===== src/rtl/dmem_pkg.sv =====
// Shared types and helpers for the DataMem arbiter: access sizes, FSM states,
// and the alignment rule applied to every request.
package dmem_pkg;

   typedef enum logic [1:0] {
      SZ_B   = 2'b00,
      SZ_H   = 2'b01,
      SZ_W   = 2'b10,
      SZ_BAD = 2'b11
   } size_t;

   typedef enum logic [2:0] {
      IDLE,
      ACCESS,
      MERGE,
      RESP,
      ERRRSP
   } state_t;

   // Illegal size, or a half/word access that straddles its natural boundary.
   function automatic logic is_misaligned(input size_t sz, input logic [1:0] lane);
      logic bad;
      bad = 1'b0;
      case (sz)
         SZ_H:    bad = lane[0];
         SZ_W:    bad = (lane != 2'b00);
         SZ_BAD:  bad = 1'b1;
         default: bad = 1'b0;
      endcase
      return bad;
   endfunction

endpackage


===== src/rtl/dmem_lane.sv =====
// Little-endian byte-lane steering: load extract with sign/zero extension,
// and the store merge used by the read-modify-write of sub-word stores.
module dmem_lane
   import dmem_pkg::*;
(
   input  logic [31:0] rword_i,
   input  logic [1:0]  lane_i,
   input  size_t       size_i,
   input  logic        unsign_i,
   output logic [31:0] load_o,
   input  logic [31:0] old_i,
   input  logic [31:0] new_i,
   output logic [31:0] merge_o
);

   logic [7:0]  byte_sel;
   logic [15:0] half_sel;

   always_comb begin
      byte_sel = rword_i[7:0];
      case (lane_i)
         2'd1:    byte_sel = rword_i[15:8];
         2'd2:    byte_sel = rword_i[23:16];
         2'd3:    byte_sel = rword_i[31:24];
         default: byte_sel = rword_i[7:0];
      endcase
      half_sel = lane_i[1] ? rword_i[31:16] : rword_i[15:0];
   end

   always_comb begin
      load_o = rword_i;
      case (size_i)
         SZ_B:    load_o = unsign_i ? {24'h0, byte_sel} : {{24{byte_sel[7]}}, byte_sel};
         SZ_H:    load_o = unsign_i ? {16'h0, half_sel} : {{16{half_sel[15]}}, half_sel};
         default: load_o = rword_i;
      endcase
   end

   always_comb begin
      merge_o = old_i;
      case (size_i)
         SZ_B: begin
            case (lane_i)
               2'd1:    merge_o[15:8]  = new_i[7:0];
               2'd2:    merge_o[23:16] = new_i[7:0];
               2'd3:    merge_o[31:24] = new_i[7:0];
               default: merge_o[7:0]   = new_i[7:0];
            endcase
         end
         SZ_H: begin
            if (lane_i[1]) merge_o[31:16] = new_i[15:0];
            else           merge_o[15:0]  = new_i[15:0];
         end
         default: merge_o = new_i;
      endcase
   end

endmodule


===== src/rtl/dmem_arbiter.sv =====
// Two-port arbiter in front of the single-port DataMem: grants one request at
// a time, sequences the memory access and returns a one-cycle response.
module dmem_arbiter
   import dmem_pkg::*;
#(
   parameter int unsigned ADDR_W     = 32,
   parameter int unsigned DATA_W     = 32,
   parameter bit          PRIO_FIXED = 1'b0
) (
   input  logic                   clk,
   input  logic                   rst_n,
   input  logic [1:0]             reqValid,
   output logic [1:0]             reqReady,
   input  logic [1:0]             reqWrite,
   input  logic [1:0][1:0]        reqSize,
   input  logic [1:0]             reqUnsign,
   input  logic [1:0][ADDR_W-1:0] reqAddr,
   input  logic [1:0][DATA_W-1:0] reqWData,
   output logic [1:0]             rspValid,
   output logic [DATA_W-1:0]      rspData,
   output logic                   rspErr,
   output logic [ADDR_W-1:0]      memAddr,
   output logic [DATA_W-1:0]      memWData,
   input  logic [DATA_W-1:0]      memRData,
   output logic                   memR,
   output logic                   memW
);

   state_t              state_q, state_d;
   logic                last_q, last_d;
   logic                port_q, port_d;
   logic                wr_q, wr_d;
   size_t               size_q, size_d;
   logic                uns_q, uns_d;
   logic [1:0]          lane_q, lane_d;
   logic [DATA_W-1:0]   wdata_q, wdata_d;
   logic                err_q, err_d;

   logic                memR_q, memR_d;
   logic                memW_q, memW_d;
   logic [ADDR_W-1:0]   memAddr_q, memAddr_d;
   logic [DATA_W-1:0]   memWData_q, memWData_d;
   logic [1:0]          rspValid_q, rspValid_d;
   logic [DATA_W-1:0]   rspData_q, rspData_d;
   logic                rspErr_q, rspErr_d;

   logic                gnt;
   logic                hs;
   size_t               req_sz;
   logic [ADDR_W-1:0]   req_addr;
   logic                req_bad;
   logic [1:0]          port_mask;
   logic [31:0]         load_data;
   logic [31:0]         merge_data;

   always_comb begin
      if (reqValid == 2'b11) gnt = PRIO_FIXED ? 1'b0 : ~last_q;
      else                   gnt = reqValid[1];
   end

   assign reqReady  = (state_q == IDLE) ? (reqValid & (gnt ? 2'b10 : 2'b01)) : 2'b00;
   assign hs        = |reqReady;
   assign req_sz    = size_t'(reqSize[gnt]);
   assign req_addr  = reqAddr[gnt];
   assign req_bad   = is_misaligned(req_sz, req_addr[1:0]);
   assign port_mask = port_q ? 2'b10 : 2'b01;

   dmem_lane u_lane (
      .rword_i  (memRData),
      .lane_i   (lane_q),
      .size_i   (size_q),
      .unsign_i (uns_q),
      .load_o   (load_data),
      .old_i    (memRData),
      .new_i    (wdata_q),
      .merge_o  (merge_data)
   );

   // Outputs are computed for the state being entered, so every mem*/rsp*
   // pin is a flop; an error request spends its ACCESS slot idle so its
   // response lands on the same cycle as a load's.
   always_comb begin
      state_d    = state_q;
      last_d     = last_q;
      port_d     = port_q;
      wr_d       = wr_q;
      size_d     = size_q;
      uns_d      = uns_q;
      lane_d     = lane_q;
      wdata_d    = wdata_q;
      err_d      = err_q;
      memR_d     = 1'b0;
      memW_d     = 1'b0;
      memAddr_d  = memAddr_q;
      memWData_d = memWData_q;
      rspValid_d = '0;
      rspData_d  = '0;
      rspErr_d   = 1'b0;

      case (state_q)
         IDLE: begin
            if (hs) begin
               port_d    = gnt;
               last_d    = gnt;
               wr_d      = reqWrite[gnt];
               size_d    = req_sz;
               uns_d     = reqUnsign[gnt];
               lane_d    = req_addr[1:0];
               wdata_d   = reqWData[gnt];
               err_d     = req_bad;
               memAddr_d = {req_addr[ADDR_W-1:2], 2'b00};
               state_d   = ACCESS;
               if (!req_bad) begin
                  if (reqWrite[gnt] && (req_sz == SZ_W)) begin
                     memW_d     = 1'b1;
                     memWData_d = reqWData[gnt];
                  end else begin
                     memR_d = 1'b1;
                  end
               end
            end
         end
         ACCESS: begin
            if (err_q) begin
               rspValid_d = port_mask;
               rspErr_d   = 1'b1;
               state_d    = ERRRSP;
            end else if (!wr_q) begin
               rspValid_d = port_mask;
               rspData_d  = load_data;
               state_d    = RESP;
            end else if (size_q == SZ_W) begin
               rspValid_d = port_mask;
               state_d    = RESP;
            end else begin
               memW_d     = 1'b1;
               memWData_d = merge_data;
               state_d    = MERGE;
            end
         end
         MERGE: begin
            rspValid_d = port_mask;
            state_d    = RESP;
         end
         RESP:    state_d = IDLE;
         ERRRSP:  state_d = IDLE;
         default: state_d = IDLE;
      endcase
   end

   always_ff @(posedge clk or negedge rst_n) begin
      if (!rst_n) begin
         state_q    <= IDLE;
         last_q     <= 1'b1;
         port_q     <= 1'b0;
         wr_q       <= 1'b0;
         size_q     <= SZ_B;
         uns_q      <= 1'b0;
         lane_q     <= '0;
         wdata_q    <= '0;
         err_q      <= 1'b0;
         memR_q     <= 1'b0;
         memW_q     <= 1'b0;
         memAddr_q  <= '0;
         memWData_q <= '0;
         rspValid_q <= '0;
         rspData_q  <= '0;
         rspErr_q   <= 1'b0;
      end else begin
         state_q    <= state_d;
         last_q     <= last_d;
         port_q     <= port_d;
         wr_q       <= wr_d;
         size_q     <= size_d;
         uns_q      <= uns_d;
         lane_q     <= lane_d;
         wdata_q    <= wdata_d;
         err_q      <= err_d;
         memR_q     <= memR_d;
         memW_q     <= memW_d;
         memAddr_q  <= memAddr_d;
         memWData_q <= memWData_d;
         rspValid_q <= rspValid_d;
         rspData_q  <= rspData_d;
         rspErr_q   <= rspErr_d;
      end
   end

   assign memR     = memR_q;
   assign memW     = memW_q;
   assign memAddr  = memAddr_q;
   assign memWData = memWData_q;
   assign rspValid = rspValid_q;
   assign rspData  = rspData_q;
   assign rspErr   = rspErr_q;

endmodule


===== config.mk =====
export PLATFORM = sky130hd
export DESIGN_NAME = dmem_arbiter
export DESIGN_NICKNAME = d
export VERILOG_FILES = /design/src/rtl/dmem_pkg.sv /design/src/rtl/dmem_lane.sv /design/src/rtl/dmem_arbiter.sv
export SDC_FILE = /design/constraint.sdc
export NUM_CORES = 1
export LEC_CHECK = 0
export BUFFER_PORTS_ARGS = -buffer_cell sky130_fd_sc_hd__buf_4
export CAP_MARGIN = 25
export CORE_UTILIZATION = 30
export DETAILED_ROUTE_END_ITERATION = 10
export GPL_TIMING_DRIVEN = 1
export PLACE_DENSITY = 0.61
export REMOVE_ABC_BUFFERS = 1
export SLEW_MARGIN = 10
export SYNTH_ARGS = -nofsm -noshare
export SYNTH_HDL_FRONTEND = slang
export SYNTH_HIERARCHICAL = 1
export SYNTH_SLANG_ARGS = --single-unit

===== constraint.sdc =====
create_clock -name clk -period 2.8 [get_ports clk]
set_clock_uncertainty 0.15 [all_clocks]
set_input_delay 0.42 -clock clk [delete_from_list [all_inputs] [get_ports clk]]
set_output_delay 0.42 -clock clk [all_outputs]
set_load 0.01 [all_outputs]

==> out/summary.log <==
[sta] fin worst setup slack 430 ps
[worst_setup_path] required time at the worst-slack endpoint 2950 ps
[cts] clock latency on the worst-skew pair 420 ps
[synth] Yosys reg bits 143
[cts] clock transition at the register clock pins on the worst setup and hold paths after CTS 60 ps
[sta] number of hold violations in the final report 0
[synth] count of different cell masters after synthesis 50
[run_status] outcome complete, no violations
[cts] Sinks on Clock Net 143
[global_routing] pin count of the biggest net entering global routing 63
[floorplanning] floorplan die height 167 um
[drt] number of nets with antenna violations after routing 0
[sta] Slew headroom 28.9%
[floorplanning] overall die width 167 um
[finish] most frequent standard cell in the layout excluding fill and tap cells sky130_fd_sc_hd__buf_4
[worst_hold_path] cell depth of the worst min-delay path 3
[drt] length of the first detailed-routing pass in iterations 5
[cts] setup fix buffers added after clock tree synthesis 0
[global_routing] first-pass GRT wire length 41800 um
[drt] DRC errors left 0
[global_routing] global router's overall resource usage 19.6%
[power] total power per unit cell area 1090 mW/mm2
[finish] Area growth, synth to finish 37.6%
[synth] most common flop cell mapped by yosys sky130_fd_sc_hd__dfrtp_1
[synth] share of the synthesized area in the top cell type 43.5%
[global_routing] antenna violations before repair 0
[synth] leading cell types by total area after synthesis sky130_fd_sc_hd__dfrtp_1 44%, sky130_fd_sc_hd__mux2_2 11%, sky130_fd_sc_hd__mux2_4 9.0%, sky130_fd_sc_hd__mux2i_1 5.9%, sky130_fd_sc_hd__nand2_1 4.9%
[floorplanning] core box area 0.0268 mm2
[worst_setup_path] critical path arrival 2520 ps
[finish] top library cells by usage in the layout, fill and taps aside 296 x sky130_fd_sc_hd__buf_4, 141 x sky130_fd_sc_hd__dfrtp_1, 107 x sky130_fd_sc_hd__nand2_1
[sta] achievable frequency 0.422 GHz
[power] static leakage 5.50 nW
[floorplanning] starting density of the core 30.5%
[finish] ratio of cells with drive above 1 in the final layout 45.4%
[synth] top cell type by total area after synthesis sky130_fd_sc_hd__dfrtp_1
[cts] TritonCTS buffer count 17
[synth] Post-Syn Area 0.00816 mm2
[global_routing] GRT overflow 0
[floorplanning] total die area 0.0279 mm2
[synth] sequential area share after synthesis 43.9%
[worst_hold_path] Hold Crit Class input port to flop
[synth] synthesized area per cell 10.5 um2
[sta] min Tclk post-route 2370 ps
[synth] share of synthesized flip-flops with an asynchronous set or reset 100%
[floorplanning] I/O pins 275
[worst_setup_path] crit path launch type flop
[drt] detailed-route wire length 26900 um
[global_routing] vias in the first global route 6985
[finish] number of diodes added for antenna fixing 0
[cts] largest buffer count on any clock path 2
[synth] Yosys warning total 6
[drt] ratio of routed vias to standard cells 5.05
[drt] Initial DRC Count 463
[place] GP Congestion 0.816
[power] Design Power 12.2 mW
[job] Max-cap violations 0
[sta] unrepaired setup endpoints after global routing false
[worst_setup_path] capturing element type of the critical path flop
[sta] Setup violations, final 0
[sta] Min Hold Slack 104 ps
[place] HPWL Detailed 19200 um
[sta] period utilisation layout 84.6%
[cts] level count of the clock H-tree 4
[finish] count of nets after finishing 1205
[place] post-placement setup slack 448 ps
[cts] TritonCTS clock tree done
[power] maximum VDD drop 0.402 mV
[synth] number of enable-type register cells in the synthesized netlist 0
[floorplanning] total number of placement rows 60
[worst_setup_path] maximum fanout along the worst path 15
[drt] routed via count 6999
[worst_setup_path] r2r worst-path depth 5
[sta] pin slew with the least headroom to its limit 1070 ps
[finish] fill count 2601
[sta] number of pins exceeding their max-slew limit in the final report 0
[drt] average detailed-routed wire length per instance 19.4 um
[synth] number of instances in the synthesized netlist 774
[place] PortBufs 272
[cts] total of cells resized after clock tree synthesis 0
[worst_setup_path] worst setup path class flop to flop
[cts] root buffer cell sky130_fd_sc_hd__clkbuf_16
critical path, stage by stage, from the launching register on:
cell,delay [ps]
sky130_fd_sc_hd__dfrtp_1,430
sky130_fd_sc_hd__nor2b_1,270
sky130_fd_sc_hd__or2_2,480
sky130_fd_sc_hd__a221o_1,390
sky130_fd_sc_hd__mux2_2,260
sky130_fd_sc_hd__mux2_4,260
worst paths after layout:
kind / slack, ps / to / start
min reg2reg: 290 / rspValid[0] / port_q
min: 100 / memAddr[23] / reqAddr[55]
max in group asynchronous: 1380 / last_q / rst_n
max reg2reg: 430 / memWData[8] / size_q[0]
max: 430 / memWData[8] / size_q[0]
min in group asynchronous: 360 / memWData[5] / rst_n
metal layers:
| metal | track usage, % | up-vias | wire length (um) |
|---|---|---|---|
| li1 | - | 3271 | - |
| met1 | 26.4 | 3477 | 12200 |
| met2 | 30.7 | 214 | 12600 |
| met3 | 3.71 | 37 | 1310 |
| met4 | 8.21 | 0 | 737 |
| met5 | 0 | - | 0 |
timing repair:
action | in CTS | in global routing
hold endpoints to repair | 45 | 0
hold buffers | 1 | 0
endpoints found under the setup margin | 0 | 0
report_power, final:
part | leakage, nW | total [mW] | switching, mW | internal [mW]
registers | 1.73 | 3.63 | 0.671 | 2.96
logic | 3.48 | 6.22 | 3.02 | 3.20
clock network | 0.285 | 2.38 | 0.903 | 1.48
layout make-up:
type / count / area, um2 / share of cell area (%)
clock buffer: 19 / 433 / 3.86
clock inverter: 11 / 166 / 1.48
inverter: 6 / 22.5 / 0.201
multi-input combinational: 561 / 4240 / 37.7
sequential: 143 / 3580 / 31.9
tap: 341 / 427 / 3.80
timing repair buffer: 304 / 2360 / 21.0
sequential cells by signal, indices dropped and copies added, names as in the netlist:
register  flops
rspErr        1
port_q        1
memW          1
uns_q         1
rspData      32
size_q        2
memR          1
rspValid      2
memWData     32
err_q         1
lane_q        2
wdata_q      32
memAddr      30
last_q        1
state_q       3
wr_q          1
cell usage after synthesis (4+ instances only):
library cell               instances
sky130_fd_sc_hd__a211o_1           8
sky130_fd_sc_hd__a21oi_1          17
sky130_fd_sc_hd__a221o_1           8
sky130_fd_sc_hd__a31oi_1          36
sky130_fd_sc_hd__a32o_1            7
sky130_fd_sc_hd__and2_1           36
sky130_fd_sc_hd__and3_1            8
sky130_fd_sc_hd__buf_1             5
sky130_fd_sc_hd__buf_2            21
sky130_fd_sc_hd__buf_6             7
sky130_fd_sc_hd__clkbuf_1         27
sky130_fd_sc_hd__dfrtp_1         142
sky130_fd_sc_hd__inv_1             6
sky130_fd_sc_hd__mux2_2           77
sky130_fd_sc_hd__mux2_4           49
sky130_fd_sc_hd__mux2i_1          48
sky130_fd_sc_hd__nand2_1         107
sky130_fd_sc_hd__nand2b_1          4
sky130_fd_sc_hd__nand3_1          32
sky130_fd_sc_hd__nor2_1           56
sky130_fd_sc_hd__nor3_1            6
sky130_fd_sc_hd__o21ai_0          13
sky130_fd_sc_hd__o221ai_1         16
cells by family (layout without fill, tap and decap cells):
family,after synthesis,after routing,share of synthesized area [%]
buffers and inverters,71,340,4.77
AOI/OAI and AO/OA,117,117,10.5
muxes,176,176,25.8
and+or+nand+nor,266,266,15.1
DFF,143,143,43.9
other,1,2,0.0459
through the flow:
stage          cells  instance area (um2)  utilization (%)  TNS, ps
3_5_place_dp    1354                10600             39.6        0
5_1_grt         1385                11200             41.9        0
2_1_floorplan    710                 7800                -   -92880
4_1_cts         1385                11200             41.9        0
6_report        1385                11200             41.9        0
3_3_place_gp    1354                10600             39.6        0
No activity file was read; power rests on OpenSTA's default activity.
